<file path="config.mk">
export PLATFORM = sky130hd
export DESIGN_NAME = fast_mult_seq
export DESIGN_NICKNAME = d
export VERILOG_FILES = /design/src/rtl/fast_mult_seq.sv
export SDC_FILE = /design/constraint.sdc
export NUM_CORES = 1
export LEC_CHECK = 0
export CAP_MARGIN = 10
export CORE_UTILIZATION = 45
export DETAILED_ROUTE_END_ITERATION = 8
export PLACE_DENSITY = 0.7
export SLEW_MARGIN = 20
export SYNTH_ARGS = -nofsm -noshare
export SYNTH_HDL_FRONTEND = slang
export SYNTH_SLANG_ARGS = --single-unit
export TNS_END_PERCENT = 5
</file>
<file path="constraint.sdc">
create_clock -name clk -period 6.8 [get_ports clk]
set_input_delay 1.7 -clock clk [delete_from_list [all_inputs] [get_ports clk]]
set_output_delay 1.7 -clock clk [all_outputs]
set_load 0.02 [all_outputs]
</file>
<file path="src/rtl/fast_mult_seq.sv">
// fast_mult_seq: sequential WIDTH x WIDTH multiplier. It walks every CHUNK-bit
// digit pair through one shared CHUNK x CHUNK product ROM and sums the results.
// Ports:
//   clk, reset (async, active-low)
//   io_in_valid/io_in_ready, io_lhs, io_rhs, io_signed : operand side
//   io_out_valid/io_out_ready, io_out                  : product side
module fast_mult_seq #(
  parameter int WIDTH = 8,
  parameter int CHUNK = 4
) (
  input  logic               clk,
  input  logic               reset,
  input  logic               io_in_valid,
  output logic               io_in_ready,
  input  logic [WIDTH-1:0]   io_lhs,
  input  logic [WIDTH-1:0]   io_rhs,
  input  logic               io_signed,
  output logic               io_out_valid,
  input  logic               io_out_ready,
  output logic [2*WIDTH-1:0] io_out
);

  localparam int N  = WIDTH / CHUNK;
  localparam int IW = (N > 1) ? $clog2(N) : 1;
  localparam int PW = 2 * WIDTH;
  localparam int RW = 2 * CHUNK;

  typedef enum logic [1:0] {
    IDLE,
    MUL,
    DONE
  } state_e;

  state_e          state_q, state_d;
  logic [WIDTH-1:0] a_q, a_d;
  logic [WIDTH-1:0] b_q, b_d;
  logic            neg_q, neg_d;
  logic [PW-1:0]   acc_q, acc_d;
  logic [IW-1:0]   i_q, i_d;
  logic [IW-1:0]   j_q, j_d;
  logic [PW-1:0]   out_q, out_d;

  logic [CHUNK-1:0] a_dig;
  logic [CHUNK-1:0] b_dig;
  logic [RW-1:0]    rom_q;
  logic [PW-1:0]    pp;
  logic [PW-1:0]    acc_nx;

  // Product ROM, entry {a,b} = a*b with a in the upper digit.
  function automatic logic [RW-1:0] rom(
    input logic [RW-1:0] idx
  );
    return RW'(idx[RW-1:CHUNK]) * RW'(idx[CHUNK-1:0]);
  endfunction

  // |x| in WIDTH bits; the most negative value maps onto itself.
  function automatic logic [WIDTH-1:0] mag(
    input logic [WIDTH-1:0] x
  );
    return x[WIDTH-1] ? WIDTH'(-x) : x;
  endfunction

  always_comb begin
    a_dig  = CHUNK'(a_q >> (CHUNK * int'(i_q)));
    b_dig  = CHUNK'(b_q >> (CHUNK * int'(j_q)));
    rom_q  = rom({a_dig, b_dig});
    pp     = PW'(rom_q) << (CHUNK * (int'(i_q) + int'(j_q)));
    acc_nx = acc_q + pp;
  end

  always_comb begin
    state_d = state_q;
    a_d     = a_q;
    b_d     = b_q;
    neg_d   = neg_q;
    acc_d   = acc_q;
    i_d     = i_q;
    j_d     = j_q;
    out_d   = out_q;
    unique case (state_q)
      IDLE: begin
        if (io_in_valid) begin
          a_d     = io_signed ? mag(io_lhs) : io_lhs;
          b_d     = io_signed ? mag(io_rhs) : io_rhs;
          neg_d   = io_signed &
                    (io_lhs[WIDTH-1] ^ io_rhs[WIDTH-1]);
          acc_d   = '0;
          i_d     = '0;
          j_d     = '0;
          state_d = MUL;
        end
      end
      MUL: begin
        acc_d = acc_nx;
        if (j_q == IW'(N - 1)) begin
          j_d = '0;
          if (i_q == IW'(N - 1)) begin
            i_d     = '0;
            out_d   = neg_q ? PW'(-acc_nx) : acc_nx;
            state_d = DONE;
          end else begin
            i_d = i_q + IW'(1);
          end
        end else begin
          j_d = j_q + IW'(1);
        end
      end
      DONE: begin
        if (io_out_ready) state_d = IDLE;
      end
      default: state_d = IDLE;
    endcase
  end

  always_ff @(posedge clk or negedge reset) begin
    if (!reset) begin
      state_q <= IDLE;
      a_q     <= '0;
      b_q     <= '0;
      neg_q   <= 1'b0;
      acc_q   <= '0;
      i_q     <= '0;
      j_q     <= '0;
      out_q   <= '0;
    end else begin
      state_q <= state_d;
      a_q     <= a_d;
      b_q     <= b_d;
      neg_q   <= neg_d;
      acc_q   <= acc_d;
      i_q     <= i_d;
      j_q     <= j_d;
      out_q   <= out_d;
    end
  end

  assign io_in_ready  = (state_q == IDLE);
  assign io_out_valid = (state_q == DONE);
  assign io_out       = out_q;

endmodule

</file>
Word level (Yosys, flattened, before mapping). Index checks and enable logic that the tools add are counted.

Multipliers: 1. Reduce and logical (&&, ||, !) cells: 7. Eq/ne operators: 6. Shifts and indexed selects: 3. Mux-type cells: 18. Bitwise logic cells: 2. Add/subtract/negate cells: 7.

Operator list (count): 2-to-1 mux 16 bit (2); 2-to-1 mux 8 bit (4); one-hot mux 16 bit (2 select lines) (1); adder 16 bit (1); negation 16 bit (1); negation 8 bit (2); << shifter 8 x 4 -> 16 bit (1); >> shifter 8 x 3 -> 4 bit (2); multiplier 4 x 4 -> 8 bit (1); 2-to-1 mux 2 bit (4); != test 2 bit, second input constant (3); one-hot mux 2 bit (3 select lines) (1); AND reduction 3 bit (2); 2-to-1 mux 1 bit (4); one-hot mux 1 bit (2 select lines) (2); AND reduction 2 bit (2); AND reduction 4 bit (1); adder 1 bit, second input constant (2); adder 1 x 1 -> 2 bit (1); == test 2 x 1 -> 1 bit, second input constant (1); == test 2 bit, second input constant (1); zero test 2 bit (1); != test 2 x 1 -> 1 bit, second input constant (1); nonzero test 2 bit (1); 2 further kinds (2).

Bits in registers: 53. Logic and storage cells: 52.

Depth between registers and ports, before layout. Gate-level depths: netlist of the first run.

Depth after elaboration: 6. Depth in mapped cells: 23. Mapped depth without buffers: 22.

Least setup slack after synthesis of the first run. OpenSTA, ideal clock, no wires.

Path type: register to register. From: reg j_q. To: reg out_q[15], in the netlist io_out[15]. Arrival: 5.670 ns. Stages on the path, launching flop included: 23. Path slack: 1.001 ns. Path buffers: 2. Clock period less this slack: 5.799 ns. Cell sequence: dfrtp_1 > clkbuf_1 > mux2i_1 > or2_2 > fa_1 > inv_1 > fa_1 > ha_1 > a21o_1 > a2111oi_0 > xor2_1 > mux2_2 > nor2_1 > ha_1 > clkbuf_1 > nand4_1 > nor4_1 > or2_2 > or3_1 > a211o_1 > o41ai_2 > xnor2_1 > o21ai_1.

Longest elaborated chain between the ends: 6. Elaborated cells between the ends (all ways): 8. Classes of those cells: 3 x add/sub; 1 x mul; 2 x shift; 1 x mux; 1 x reduce/logical.

Ends and longest elaborated chain: from (decl) (RTL line 40) `logic [IW-1:0] j_q, j_d;`; from (signal assigned) (RTL line 132) `j_q <= j_d;`; >> shifter 8 x 3 -> 4 bit (RTL line 65) `b_dig = CHUNK'(b_q >> (CHUNK * int'(j_q)));`; multiplier 4 x 4 -> 8 bit (RTL line 53) `return RW'(idx[RW-1:CHUNK]) * RW'(idx[CHUNK-1:0]);`; << shifter 8 x 4 -> 16 bit (RTL line 67) `pp = PW'(rom_q) << (CHUNK * (int'(i_q) + int'(j_q)));`; adder 16 bit (RTL line 68) `acc_nx = acc_q + pp;`; negation 16 bit (RTL line 99) `out_d = neg_q ? PW'(-acc_nx) : acc_nx;`; 2-to-1 mux 16 bit (RTL line 99); to (signal assigned) (RTL line 133) `out_q <= out_d;`; to (decl) (RTL line 41) `logic [PW-1:0] out_q, out_d;`.

Parallel ways exist; a longest one is shown, timed or not. A chain may end at the register's enable or synchronous reset.

Worst setup path in the final report of the first run.
From: reg i_q. To: reg out_q[15], in the netlist io_out[15].

Longest elaborated chain between the ends: 6. Elaborated cells between the ends (all ways): 8. Classes of those cells: 3 x add/sub; 1 x mul; 2 x shift; 1 x mux; 1 x reduce/logical.

Ends and longest elaborated chain: from (decl) (RTL line 39) `logic [IW-1:0] i_q, i_d;`; from (signal assigned) (RTL line 131) `i_q <= i_d;`; >> shifter 8 x 3 -> 4 bit (RTL line 64) `a_dig = CHUNK'(a_q >> (CHUNK * int'(i_q)));`; multiplier 4 x 4 -> 8 bit (RTL line 53); << shifter 8 x 4 -> 16 bit (RTL line 67); adder 16 bit (RTL line 68); negation 16 bit (RTL line 99); 2-to-1 mux 16 bit (RTL line 99).

Parallel ways exist; a longest one is shown, timed or not.

==> results.md, run 1 <==
* Violated checks: design-rule violations
* Die H at 98.3 microns
* Mux cell area share after synthesis at 4.17%
* Cell total after placement at 614
* Post-synthesis compound-gate area fraction at 19.4%
* CTS tree: built
* Post-Route Skew at 0.00991 ns
* Post-Synth Adder-Cell Area at 11.7%
* Post-synthesis simple-gate area fraction at 20.4%
* # port buffers at 38
* DR vias at 3571
* Average routed wire per standard cell at 15.3 microns
* Max-cap violation count at 0
* Placer Congestion at 0.942
* Placed instance area at 4600 sq um
* Distinct cells, synth at 62
* # rows at 34
* Fin. Hold Viols at 0
* Final Cell Area at 4680 sq um
* Actual slew at the worst max-slew pin at 1.02 ns
* Min Tclk post-route at 6.10 ns
* Post-Syn Instances at 490
* EDFF count, synth at 0
* Largest net degree at the start of global routing at 54
* I/O Pins at 39
* Cts-stage hold buffer count at 0
* Most used flip-flop cell after synthesis: dfrtp_1
* Starting Density at 47.1%
* WP data arrival at 6.27 ns
* # clock sinks at 53
* H-tree levels at 2
* Fmax at 164 MHz
* Setup violations, final at 0
* Rel. slew slack at 31.8%
* Post-synthesis net count at 547
* Deepest clock path buffer count at 2
* Die area at 9660 sq um
* Antenna Nets Post-Route at 0
* Final net count at 570
* All-Layer GR Usage at 20.6%
* Sequential element share of the synthesized area at 31.8%
* Worst-path clk slew at 0.10 ns
* Max FO, Critical Path at 9
* Fraction of final layout cells sized beyond drive strength 1 at 5.46%
* Initial antenna violation count at 0
* RSZ-0062 raised after global routing: false
* Startpoint types: flop
* DRT Wirelength at 9.52 mm
* Diode count at 0
* Syn Area/Cell at 8.51 sq um
* Hold Startpoint: io_out[7]
* Die Width at 98.3 microns
* Overflow after GRT at 0
* CTS root buf: clkbuf_8
* TritonCTS buffer count at 5
* Asr flop ratio synth at 100%
* XOR/XNOR Fraction of Synth Area at 8.19%
* Slew Viols, Final at 0
* Via/cell ratio at 5.75
* Via count of the first global-routing pass at 3429
* CP Class: flop to flop
* Status: complete, but fails checks
* Worst path required time at 6.97 ns
* Final core utilization at 52.9%
* Cells resized by post-CTS repair at 0
* Synth Register Bits at 53
* Residual DRC at 1
* Hpwl dp at 7.42 mm
* Reg-to-reg startpoint: i_q
* Crit path from: i_q
* First-pass GRT wire length at 16.1 mm
* Setup TNS at 0 ns
* Core ar. at 8850 sq um
* Largest family of logic cells by synthesized area: simple AND/OR/NAND/NOR gates
* Crit end category: flop
* Part of the cycle the worst path needs at 89.7%
* Detailed Routing Iterations Pass 1 at 9
* Area Overhead vs Synth at 12.1%
* Post-Syn Area at 4170 sq um
* Initial drt markers at 186
* Final Instance Count excl. Fillers at 621
* Synth warn at 0
* Clock latency on the worst-skew pair at 0.31 ns
* Post-CTS Setup Inserts at 0
* Worst Hold Class: flop to flop
[path summary, 6_finish.rpt]
check,to,slack (ns),cells after the start
max in group asynchronous,acc_q[14],4.84,2
min,io_out[7],0.49,2
min in group asynchronous,io_out[7],1.49,2
min reg2reg,io_out[7],0.49,2
max,io_out[15],0.70,20
max reg2reg,io_out[15],0.70,20
[stage by stage]
stage	worst slack (ns)	hold WS [ns]
3_5_place_dp	0.688	0.470
6_report	0.700	0.486
2_1_floorplan	1.00	0.446
3_3_place_gp	0.880	0.460
4_1_cts	0.662	0.492
5_1_grt	0.296	0.514
[registers in the layout, summed over array words and instances (netlist names)]
| signal | cells |
|---|---|
| a_q | 8 |
| io_out | 16 |
| b_q | 8 |
| j_q | 1 |
| acc_q | 16 |
| i_q | 1 |
| neg_q | 1 |
| state_q | 2 |
[cells by family after synthesis]
family	Yosys count
mux	17
compound gates	119
fa+ha+maj	36
flops	53
buf+inv	44
simple gates	182
xor+xnor	39
[Yosys cell counts (2+ instances only)]
master    count  area share (%)
a21oi_1      13             1.6
a211o_1       2            0.42
nor2_1       35             3.1
o211ai_1      4            0.72
inv_1        19             1.7
o21ai_1       9             1.1
and2_1        4            0.60
o22ai_1       3            0.45
a21o_1        9             1.6
or3_1         7             1.0
dfrtp_1      53              32
buf_2         3            0.36
xor2_1       20             4.2
nand2_1      66             5.9
o21a_1        4            0.72
nand2b_1      5            0.75
nand4_1       3            0.45
and3_1        5            0.75
mux2i_1      14             3.4
buf_1         2            0.18
fa_1          5             2.4
o31ai_1       6             1.1
nor3b_1       3            0.54
mux2_2        3            0.81
ha_1         31             9.3
or2_2         5            0.75
clkbuf_1     18             1.6
xnor2_1      19             4.0
nor2b_1       8             1.2
nor3_1        6            0.72
o21ai_0      41             4.9
a22o_1        2            0.42
a211oi_1      5            0.90
nand3_1      30             3.6
[cells in the final DEF, fill, tap and decap left out, types with 8 or more instances in the layout]
master           Yosys  final
nor2b_1              8      8
nor2_1              35     35
o21ai_1              9      9
dfrtp_1             53     53
xnor2_1             19     19
ha_1                31     31
mux2i_1             14     14
a21o_1               9      9
xor2_1              20     20
nand3_1             30     30
a21oi_1             13     13
o21ai_0             41     41
nand2_1             66     66
clkdlybuf4s50_1      0     37
inv_1               19     19
[worst max-delay path, cell delays in order (launching register included)]
cell	delay (ns)
dfrtp_1	0.57
mux2i_1	0.19
or2_2	0.34
fa_1	0.54
inv_1	0.05
fa_1	0.51
ha_1	0.31
a21o_1	0.19
a2111oi_0	0.44
xor2_1	0.18
mux2_2	0.29
nor2_1	0.15
ha_1	0.34
nand4_1	0.19
nor4_1	0.08
or2_2	0.31
or3_1	0.33
a211o_1	0.34
o41ai_2	0.36
xnor2_1	0.16
o21ai_1	0.07
[cell type report]
| cell class | count | area (sq um) |
|---|---|---|
| sequential | 53 | 1330 |
| clock inverter | 2 | 13.8 |
| fill | 829 | 4170 |
| timing repair buffer | 41 | 398 |
| inverter | 19 | 71.3 |
| tap | 108 | 135 |
| multi-input combinational | 393 | 2670 |
| clock buffer | 5 | 68.8 |
[metal layers]
metal	track usage (%)	routed length (microns)
met1	26.0	4270
met2	36.6	4650
met3	2.79	378
met4	6.08	218
met5	0	0
Power of run 1 is not shown: default switching activity piles up to over one toggle a cycle in this logic, so the estimate is an artifact.
==> run 2: changes to the inputs <==
- CTS_CLUSTER_SIZE: default -> 30
- PLACE_DENSITY: 0.7 -> 0.67
==> run 2 against run 1 <==
Via count shrank 1.4%. Sequential share of layout area shrank 0.29 points. Hold slack is essentially flat. Worst setup slack lost 0.016 ns. The flow now finishes without violations. Non-clock buffer count grew 1. First-iteration DRC count shrank 4.8%.
==> results.md, run 2 (synthesis gave the netlist of run 1 again) <==
* Residual DRC at 0
* Startpoint types: flop
* Via count of the first global-routing pass at 3439
* Core ar. at 8850 sq um
* Placer Congestion at 0.901
* Fraction of final layout cells sized beyond drive strength 1 at 5.83%
* RSZ-0062 raised after global routing: false
* # rows at 34
* I/O Pins at 39
* Area Overhead vs Synth at 13.3%
* Area of the multi-input gates at 2670 sq um
* Min Tclk post-route at 6.12 ns
* Via/cell ratio at 5.65
* Hpwl dp at 7.41 mm
* Final net count at 571
* Fmax at 164 MHz
* Die area at 9660 sq um
* Largest net degree at the start of global routing at 54
* Actual slew at the worst max-slew pin at 0.980 ns
* Commonest non-fill, non-tap cell in the layout: nand2_1
* CTS tree: built
* CTS root buf: clkbuf_8
* Worst path required time at 6.97 ns
* Commonest non-fill, non-tap cells in the layout: nand2_1 (66), dfrtp_1 (53), o21ai_0 (41), clkdlybuf4s50_1 (37), nor2_1 (35)
* Detailed Routing Iterations Pass 1 at 6
* Slew Viols, Final at 0
* Average routed wire per standard cell at 15.1 microns
* Status: complete, no violations
* Fin. Hold Viols at 0
* WP data arrival at 6.28 ns
* Max FO, Critical Path at 10
* All-Layer GR Usage at 20.3%
* Post-CTS Setup Inserts at 0
* First-pass GRT wire length at 15.8 mm
* Die Width at 98.3 microns
* Clock latency on the worst-skew pair at 0.31 ns
* Crit end category: flop
* Fill cells at 840
* Post-Route Skew at 0.00945 ns
* Initial drt markers at 177
* Initial antenna violation count at 0
* Cells resized by post-CTS repair at 0
* Setup violations, final at 0
* Part of the cycle the worst path needs at 89.9%
* Overflow after GRT at 0
* # clock sinks at 53
* Setup TNS at 0 ns
* Starting Density at 47.1%
* Worst-path clk slew at 0.10 ns
* CP Class: flop to flop
* DRT Wirelength at 9.42 mm
* Sequential cell area at 1330 sq um
* DR vias at 3521
* Diode count at 0
* TritonCTS buffer count at 5
* Antenna Nets Post-Route at 0
* H-tree levels at 2
* # port buffers at 38
* Die H at 98.3 microns
* Rel. slew slack at 34.7%
* Cts-stage hold buffer count at 0
* Worst Hold Class: flop to flop
* Max-cap violation count at 0
* Deepest clock path buffer count at 2
run 2: cell count changes in the layout (fill, tap and decap cells not counted):
cell / before / now
bufinv_16: 0 / 1
inv_6: 1 / 0
buf_4: 3 / 4
clkbuf_8: 5 / 6
inv_8: 0 / 1
clkinv_2: 1 / 0
run 2: path summary, 6_finish.rpt:
| check | startpoint | end | slack [ns] | cells past startpoint |
|---|---|---|---|---|
| worst max-delay path | j_q | io_out[15] | 0.68 | 20 |
| worst min-delay path | a_q[3] | a_q[3] | 0.49 | 2 |
| worst max register to register | j_q | io_out[15] | 0.68 | 20 |
| worst min register to register | a_q[3] | a_q[3] | 0.49 | 2 |
| max in group asynchronous | reset | acc_q[14] | 4.86 | 2 |
| min in group asynchronous | reset | acc_q[8] | 1.50 | 2 |
run 2: metrics by stage:
stage / instance area [sq um] / util (%) / std cells / setup slack (ns) / hold slack, ns
floorplan: 4170 / - / 490 / 1.00 / 0.446
global placement: 4600 / 52.0 / 615 / 0.854 / 0.463
detailed placement: 4600 / 52.0 / 615 / 0.722 / 0.469
CTS: 4730 / 53.4 / 623 / 0.686 / 0.494
global route: 4730 / 53.4 / 623 / 0.367 / 0.522
finish: 4730 / 53.4 / 623 / 0.684 / 0.486
run 2: metal layers:
layer | vias up | track usage [%] | part of all wire (%)
li1 | 1770 | - | -
met1 | 1677 | 24.4 | 45
met2 | 60 | 37.3 | 51
met3 | 14 | 2.51 | 2.6
met4 | 0 | 6.89 | 1.8
met5 | - | 0 | 0
run 2: area by class of cell:
type | instances | share of cell area [%]
multi-input combinational | 393 | 56.4
timing repair buffer | 42 | 8.58
inverter | 19 | 1.51
tap | 108 | 2.86
clock buffer | 6 | 1.75
clock inverter | 2 | 0.873
sequential | 53 | 28.1
run 2: critical path, cell delays in order, from the launching register on:
cell and delay, ns:
dfrtp_1 0.57, mux2i_1 0.20, or2_2 0.32, fa_1 0.53, inv_1 0.05, fa_1 0.50
ha_1 0.30, a21o_1 0.18, a2111oi_0 0.46, xor2_1 0.18, mux2_2 0.30, nor2_1 0.14
ha_1 0.34, nand4_1 0.18, nor4_1 0.09, or2_2 0.32, or3_1 0.35, a211o_1 0.35
o41ai_2 0.36, xnor2_1 0.16, o21ai_1 0.07
Power of run 2 is left out for the same reason.
==> run 3: changes to the inputs <==
- CELL_PAD_IN_SITES_DETAIL_PLACEMENT: default -> 0
- CELL_PAD_IN_SITES_GLOBAL_PLACEMENT: default -> 2
- CORE_UTILIZATION: 45 -> 36
- PLACE_DENSITY: 0.67 -> 0.84
- REMOVE_ABC_BUFFERS: default -> 1
- TNS_END_PERCENT: 5 -> default
==> run 3 against run 2 <==
Cell count up 4.7%. Hold slack got worse by 0.0078 ns. Final area increased by 1.0%. Maximum frequency grew 0.27%. Routed wire length up 3.5%. Sequential share of layout area shrank 0.29 points. Register-to-register slack improved by 0.02 ns. Non-clock buffer count shrank 3. Largest cell class unchanged. Worst setup slack better by 0.017 ns. First-iteration DRC count decreased by 36%. Critical path depth unchanged. Clock-buffer cell count shrank 1.
==> results.md, run 3 (synthesis gave the netlist of run 1 again) <==
* Via/cell ratio at 5.25
* Fmax at 164 MHz
* Sequential cell area at 1330 sq um
* Min Tclk post-route at 6.10 ns
* Die area at 12000 sq um
* Hpwl dp at 7.46 mm
* Commonest non-fill, non-tap cells in the layout: nand2_1 (65), dfrtp_1 (53), o21ai_0 (41), clkdlybuf4s50_1 (37), nor2_1 (35)
* Die Width at 110 microns
* Antenna Nets Post-Route at 0
* Fin. Hold Viols at 0
* Average routed wire per standard cell at 15.0 microns
* Fill cells at 1117
* CP Class: flop to flop
* Worst Hold Class: flop to flop
* CTS root buf: clkbuf_16
* # rows at 38
* Initial drt markers at 114
* WP data arrival at 6.24 ns
* I/O Pins at 39
* First-pass GRT wire length at 16.4 mm
* H-tree levels at 2
* DRT Wirelength at 9.75 mm
* Setup TNS at 0 ns
* TritonCTS buffer count at 5
* Rel. slew slack at 37.5%
* Initial antenna violation count at 0
* Part of the cycle the worst path needs at 89.7%
* Hold Startpoint: io_out[10]
* Worst-path clk slew at 0.07 ns
* RSZ-0062 raised after global routing: false
* CTS tree: built
* Detailed Routing Iterations Pass 1 at 4
* Fraction of final layout cells sized beyond drive strength 1 at 5.66%
* Setup violations, final at 0
* Final core utilization at 43.1%
* Placer Congestion at 0.878
* Reg-to-reg startpoint: j_q
* Area of the multi-input gates at 2670 sq um
* Worst path required time at 6.94 ns
* Commonest non-fill, non-tap cell in the layout: nand2_1
* Worst hold endpoint: io_out[10]
* Deepest clock path buffer count at 2
* Max FO, Critical Path at 10
* Cts-stage hold buffer count at 0
* Hold depth at 2
* Core ar. at 11100 sq um
* Post-CTS Setup Inserts at 0
* Largest net degree at the start of global routing at 54
* Residual DRC at 0
* Reg2reg end: io_out[15]
* Diode count at 0
* Startpoint types: flop
* Reg2Reg Setup Slack at 0.70 ns
* All-Layer GR Usage at 17.8%
* Final net count at 568
* Via count of the first global-routing pass at 3394
* Cells resized by post-CTS repair at 0
* Max-cap violation count at 0
* # clock sinks at 53
* Actual slew at the worst max-slew pin at 0.935 ns
* Clock latency on the worst-skew pair at 0.30 ns
* Slew Viols, Final at 0
* Area Overhead vs Synth at 14.5%
* # port buffers at 38
* DR vias at 3420
* Post-Route Skew at 0.00842 ns
* Crit end category: flop
* Starting Density at 37.7%
* Status: complete, no violations
* R2r worst-path depth at 20
* Die H at 110 microns
* Overflow after GRT at 0
-- run 3: worst max-delay path by stage --
stage / from / to / cells past startpoint / slack, ns
2_1_floorplan: j_q / io_out[15] / 20 / 1.21
4_1_cts: i_q / io_out[15] / 20 / 0.69
6_report: j_q / io_out[15] / 20 / 0.70
3_5_place_dp: j_q / io_out[15] / 20 / 0.69
3_3_place_gp: j_q / io_out[14] / 18 / 0.84
5_1_grt: i_q / io_out[12] / 18 / 0.33
-- run 3: area by class of cell --
class                      instances  share of cell area [%]
multi-input combinational        393                    55.9
timing repair buffer              39                    8.02
clock buffer                       5                    2.62
sequential                        53                    27.8
inverter                          19                    1.49
tap                              140                    3.67
clock inverter                     3                   0.524
-- run 3: layer usage --
metal	global-route usage [%]	part of all wire [%]	vias to the layer above
met3	2.19	2.3	8
met2	32.7	49	61
met1	21.6	47	1576
li1	-	-	1775
met5	0	0	-
met4	5.24	1.4	0
-- run 3: critical path, cell delays in order, from the launching register on --
cell and delay [ns]:
dfrtp_1 0.57, mux2i_1 0.20, or2_2 0.32, fa_1 0.54, inv_1 0.05, fa_1 0.49, ha_1 0.32, a21o_1 0.20
a2111oi_0 0.47, xor2_1 0.18, mux2_2 0.30, nor2_1 0.13, ha_1 0.34, nand4_1 0.19, nor4_1 0.08, or2_2 0.31
or3_1 0.32, a211o_1 0.34, o41ai_2 0.36, xnor2_1 0.16, o21ai_1 0.07
-- run 3: stage by stage --
step	instance area [sq um]	std cells	setup slack [ns]	hold slack, ns
finish	4780	652	0.701	0.478
global route	4780	652	0.328	0.508
CTS	4770	652	0.689	0.486
detailed placement	4620	644	0.691	0.469
global placement	4620	644	0.839	0.461
floorplan	4060	465	1.21	0.446
Power of run 3 is left out for the same reason.
